<file path="src/rtl/jt49_pkg.sv">
// Shared constants, types and LFSR step function for the JT49 noise path.
package jt49_pkg;

  localparam int JT49_LFSR_W = 17;
  localparam int JT49_TAP0   = 0;
  localparam int JT49_TAP1   = 3;
  localparam int JT49_PER_W  = 5;

  typedef logic [JT49_LFSR_W-1:0] jt49_poly_t;

  typedef enum logic {
    RS_IDLE,
    RS_ACK
  } jt49_rs_state_e;

  // The all-zero term lets a cleared register start itself.
  function automatic jt49_poly_t jt49_lfsr_step(input jt49_poly_t poly);
    return {poly[JT49_TAP0] ^ poly[JT49_TAP1] ^ (poly == '0), poly[JT49_LFSR_W-1:1]};
  endfunction

endpackage

</file>
<file path="src/rtl/jt49_noise_lane.sv">
// Combinational next-state of one noise voice: divider, LFSR step, reseed.
module jt49_noise_lane
  import jt49_pkg::*;
(
  input  logic [JT49_PER_W-1:0] count,
  input  logic                  div,
  input  jt49_poly_t            poly,
  input  logic [JT49_PER_W-1:0] period,
  input  logic                  reseed,
  output logic [JT49_PER_W-1:0] count_nx,
  output logic                  div_nx,
  output jt49_poly_t            poly_nx,
  output logic                  noise_nx
);

  logic [JT49_PER_W:0] eff_per;
  logic [JT49_PER_W:0] count_inc;

  always_comb begin
    eff_per   = (period == '0) ? (JT49_PER_W+1)'(1) : {1'b0, period};
    count_inc = {1'b0, count} + (JT49_PER_W+1)'(1);
    count_nx  = count_inc[JT49_PER_W-1:0];
    div_nx    = div;
    poly_nx   = poly;
    noise_nx  = ~poly[0];

    // >= so a period shrunk below the running count ends on this slot
    if (count_inc >= eff_per) begin
      count_nx = '0;
      div_nx   = ~div;
    end

    if (!div && div_nx)
      poly_nx = jt49_lfsr_step(poly);

    if (reseed) begin
      count_nx = '0;
      div_nx   = 1'b0;
      poly_nx  = '0;
    end
  end

endmodule

</file>
<file path="src/rtl/jt49_noise_sched.sv">
// Round-robin scheduler running NCH noise voices through one shared lane,
// with a req/ack reseed handshake.
module jt49_noise_sched
  import jt49_pkg::*;
#(
  parameter int NCH = 3,
  parameter int SW  = $clog2(NCH)
) (
  input  logic                      clk,
  input  logic                      rst,
  input  logic                      cen,
  input  logic [JT49_PER_W*NCH-1:0] period,
  input  logic                      reseed_req,
  input  logic [SW-1:0]             reseed_voice,
  output logic                      reseed_ack,
  output logic [NCH-1:0]            noise
);

  logic [SW-1:0]         sel;
  logic [JT49_PER_W-1:0] count [NCH];
  logic [NCH-1:0]        div;
  jt49_poly_t            poly  [NCH];

  jt49_rs_state_e rs_state, rs_next;

  logic [JT49_PER_W-1:0] cur_count, cur_period, nx_count;
  logic                  cur_div, nx_div, nx_noise;
  jt49_poly_t            cur_poly, nx_poly;
  logic                  voice_ok, reseed_hit, lane_reseed;

  always_comb begin
    cur_count  = '0;
    cur_div    = 1'b0;
    cur_poly   = '0;
    cur_period = '0;
    for (int unsigned v = 0; v < NCH; v++) begin
      if (sel == SW'(v)) begin
        cur_count  = count[v];
        cur_div    = div[v];
        cur_poly   = poly[v];
        cur_period = period[JT49_PER_W*v +: JT49_PER_W];
      end
    end
  end

  // Out-of-range voices are acknowledged on the next cen without touching state.
  always_comb begin
    voice_ok    = int'(reseed_voice) < NCH;
    reseed_hit  = cen && reseed_req && (rs_state == RS_IDLE) &&
                  (!voice_ok || reseed_voice == sel);
    lane_reseed = reseed_hit && voice_ok;
  end

  jt49_noise_lane u_lane (
    .count    (cur_count),
    .div      (cur_div),
    .poly     (cur_poly),
    .period   (cur_period),
    .reseed   (lane_reseed),
    .count_nx (nx_count),
    .div_nx   (nx_div),
    .poly_nx  (nx_poly),
    .noise_nx (nx_noise)
  );

  always_comb begin
    rs_next = rs_state;
    case (rs_state)
      RS_IDLE: if (reseed_hit) rs_next = RS_ACK;
      RS_ACK:  rs_next = RS_IDLE;
      default: rs_next = RS_IDLE;
    endcase
  end

  assign reseed_ack = (rs_state == RS_ACK);

  always_ff @(posedge clk) begin
    if (rst) begin
      sel      <= '0;
      div      <= '0;
      noise    <= '0;
      rs_state <= RS_IDLE;
      for (int unsigned v = 0; v < NCH; v++) begin
        count[v] <= '0;
        poly[v]  <= '0;
      end
    end else begin
      rs_state <= rs_next;
      if (cen) begin
        sel <= (sel == SW'(NCH-1)) ? '0 : sel + SW'(1);
        for (int unsigned v = 0; v < NCH; v++) begin
          if (sel == SW'(v)) begin
            count[v] <= nx_count;
            div[v]   <= nx_div;
            poly[v]  <= nx_poly;
            noise[v] <= nx_noise;
          end
        end
      end
    end
  end

endmodule

</file>
<file path="config.mk">
export PLATFORM = sky130hd
export DESIGN_NAME = jt49_noise_sched
export DESIGN_NICKNAME = d
export VERILOG_FILES = /design/src/rtl/jt49_pkg.sv /design/src/rtl/jt49_noise_lane.sv /design/src/rtl/jt49_noise_sched.sv
export SDC_FILE = /design/constraint.sdc
export NUM_CORES = 1
export LEC_CHECK = 0
export BUFFER_PORTS_ARGS = -buffer_cell sky130_fd_sc_hd__buf_2
export CELL_PAD_IN_SITES_DETAIL_PLACEMENT = 1
export CELL_PAD_IN_SITES_GLOBAL_PLACEMENT = 1
export CORE_MARGIN = 4
export CORE_UTILIZATION = 51
export CTS_BUF_LIST = sky130_fd_sc_hd__clkbuf_2
export DETAILED_ROUTE_END_ITERATION = 10
export GPL_ROUTABILITY_DRIVEN = 0
export PLACE_DENSITY = 0.9
export SYNTH_ARGS = -nofsm -noshare
export SYNTH_HDL_FRONTEND = slang
export SYNTH_SLANG_ARGS = --single-unit
</file>
<file path="constraint.sdc">
create_clock -name clk -period 5.17 [get_ports clk]
set_clock_uncertainty 0.2 [all_clocks]
set_input_delay 1.2925 -clock clk [delete_from_list [all_inputs] [get_ports clk]]
set_output_delay 1.2925 -clock clk [all_outputs]
set_load 0.005 [all_outputs]
</file>
==> summary.md <==
| Metric | Value |
|---|---|
| Outcome | finished clean |
| N_diodes | 0 |
| Worst-path fanout max | 28 |
| Gates resized, CTS repair | 0 |
| # rows | 30 |
| M3 GR Usage | 0.0464 |
| Nets | 320 |
| Most Crowded Layer GR | met2 |
| Worst slew pin tran | 1.26 ns |
| WL per Instance | about 20 um |
| Clock Latency Late Sink | 0.56 ns |
| Startpoint types | register |
| Final Setup Violations | 0 |
| Pwr/cell area | 379 nW/um2 |
| Root Driver | clkbuf_2 |
| Drt initial violations | 140 |
| CTS Buf Count | 9 |
| Post-synth EDFFs | 66 |
| TritonCTS clock tree | built |
| Sequential fraction of the synthesis area | 0.610 |
| Clk buf depth | 2 |
| Post-synthesis register bit count | 75 |
| 1st-pass router iterations | 4 |
| Congestion Overflow GR | 0 |
| Area after DPL | 3710 um2 |
| Worst hold path class | reg2reg |
| Worst Path Class, Setup | reg2reg |
| Final Hold Vio Count | 0 |
| Met1 Use GR | 0.239 |
| Core box area | 6760 um2 |
| Post-Route WL | around 7700 um |
| Setup TNS | 0 ns |
| Final ANT Viol Nets | 0 |
| Pin count of the biggest net entering global routing | 37 |
| M2 GR Usage | 0.342 |
| Final setup margin | 0.782 ns |
| Worst EP arrival | 4.48 ns |
| Leak | approximately 1.5 nW |
| Syn_nets | between 200 and 300 |
| DRC errors left | 0 |
| Post-CTS Setup Inserts | 0 |
| Die Y | a little over 90 um |
| First-pass GRT wire length | about 13,000 um |
| Vias in the first global route | 2,506 |
| Hold Buf Count CTS | 0 |
| Max Transition Viols Final | 0 |
| Share of layout cells above drive strength 1 | 0.159 |
| Routed vias | 2,253 |
| Post-Syn Area per Cell | between 10 and 15 um2 |
| Max cap viols | 0 |
| Vias/cell | 5.99 |
| Synthesized cell area | between 3000 and 4000 um2 |
| Pre-CTS setup slack | between 0.5 and 0.6 ns |
| Period Utilization, post-route | 0.849 |
| Synth unique cells | 40 |
| Main flop type after synthesis | edfxtp_1 |
| Max IR drop VDD | a little under 0.3 mV |
| Fillcell total | between 600 and 700 |
| Die X | approximately 91 um |
| Gate Count Post-Synth | about 270 |
| IO buf count | 24 |
| Initial core utilization | 0.525 |
| Setup crit end kind | register |
| Io pins | 25 |
| Full die area | ~8300 um2 |
| Slew headroom | 0.160 |
| Req. time, crit path | 5.26 ns |
| Highest clock rate | 0.228 GHz |
| H-tree depth | 3 |
| All-Layer GR Usage | 0.198 |
| Clock transition at path regs | around 0.21 ns |
| Antenna violations before repair | 0 |
| Minimum clock period | 4.39 ns |
| Post-synth ARST share | 0 |
| Yosys warning count | 0 |
| Sink Count | 75 |
| Fin area | 3860 um2 |
| RSZ-0062 raised after global routing | no |
| Hpwl dp | a little over 5000 um |
| Area Overhead vs Synth | 9.04% |
[registers in the layout (all words and copies together) (netlist names)]
signal,flops
div,3
poly,51
noise,3
count,15
sel,2
reseed_ack,1
[cell usage after synthesis, types with 2 or more instances]
cell type,instances,area (um2)
a21o_1,2,15.0
a21oi_1,13,65.1
a311o_1,3,30.0
buf_2,5,25.0
buf_4,3,22.5
clkbuf_1,6,22.5
dfxtp_1,9,180
edfxtp_1,66,1980
ha_1,8,100
inv_1,5,18.8
mux2i_1,47,470
nand2_1,8,30.0
nand2b_1,5,31.3
nand3_1,3,15.0
nand4_1,3,18.8
nor2_1,31,116
nor3_1,3,15.0
nor3b_1,3,22.5
nor4_1,3,18.8
o21ai_0,2,10.0
o2bb2ai_1,20,175
xor2_1,3,26.3
[per-stage QoR]
| stage | instances | utilization | hold WS (ns) | total power (W) |
|---|---|---|---|---|
| floorplan | 269 | - | 0.250 | 0.000974 |
| CTS | 376 | 0.572 | 0.303 | 0.00148 |
| global route | 376 | 0.572 | 0.343 | 0.00154 |
| detailed placement | 360 | 0.549 | 0.275 | 0.00106 |
| finish | 376 | 0.572 | 0.297 | 0.00147 |
| global placement | 360 | 0.549 | 0.257 | 0.00103 |
[cells by family (layout without fill, tap and decap cells)]
| group | count (synthesis) | after routing | share of synthesized area |
|---|---|---|---|
| AOI/OAI and AO/OA | 49 | 49 | 0.103 |
| xor gates and xnor gates | 4 | 4 | 0.00989 |
| DFF | 75 | 75 | 0.610 |
| adders and majority gates | 8 | 8 | 0.0282 |
| muxes | 47 | 47 | 0.133 |
| and+or+nand+nor | 64 | 64 | 0.0861 |
| buffers and inverters | 22 | 49 | 0.0304 |
[report_power, final]
group / internal, W / leakage [nW] / switching, W
sequential: 0.000731 / 0.770 / 0.0000260
clock: 0.000209 / 0.0969 / 0.000216
combinational: 0.000116 / 0.586 / 0.000169
total: 0.00106 / 1.45 / 0.000411
[routing by layer]
layer	share of wire	routed length, um
met5	0	0
met4	0.019	142
met3	0.028	214
met2	0.52	4020
met1	0.43	3300
[final timing paths]
kind              slack, ns  cells after the start     endpoint     start
setup / recovery       0.78                     12  poly[0][48]    sel[0]
hold / removal         0.30                      2     noise[0]  noise[0]
setup reg to reg       0.78                     12  poly[0][48]    sel[0]
hold reg to reg        0.30                      2     noise[0]  noise[0]
[worst max-delay path, stage by stage (launching register included)]
cell and delay, ns:
dfxtp_2 0.63, nor2b_2 0.49, buf_4 0.37, o2bb2ai_1 0.23, nand3_1 0.14, xnor2_1 0.24, ha_1 0.31, a21oi_1 0.14
inv_1 0.07, a311o_1 0.35, ha_1 0.50, mux2i_1 0.31, nor2_1 0.11
[layout make-up]
type,count,area (um2),share of cell area
clock inverters,7,114,0.0295
well taps,80,100,0.0259
repair buffers,27,143,0.0369
multi-input cells,172,1280,0.331
clock buffers,9,45.0,0.0117
flip-flops and latches,75,2160,0.560
inverters,6,22.5,0.00583
[cell usage in the layout (no fill, tap or decap), types with 2 or more instances in the layout]
cell | netlist | routed
a21o_1 | 2 | 2
a21oi_1 | 13 | 13
a311o_1 | 3 | 3
buf_2 | 5 | 24
buf_4 | 3 | 3
bufinv_16 | 0 | 3
clkbuf_2 | 0 | 9
dfxtp_1 | 9 | 8
edfxtp_1 | 66 | 66
ha_1 | 8 | 8
inv_1 | 5 | 5
mux2i_1 | 47 | 47
nand2_1 | 8 | 8
nand2b_1 | 5 | 5
nand3_1 | 3 | 3
nand4_1 | 3 | 3
nor2_1 | 31 | 31
nor3_1 | 3 | 3
nor3b_1 | 3 | 3
nor4_1 | 3 | 3
o21ai_0 | 2 | 2
o2bb2ai_1 | 20 | 20
xor2_1 | 3 | 3
No activity file was read; power rests on OpenSTA's default activity.
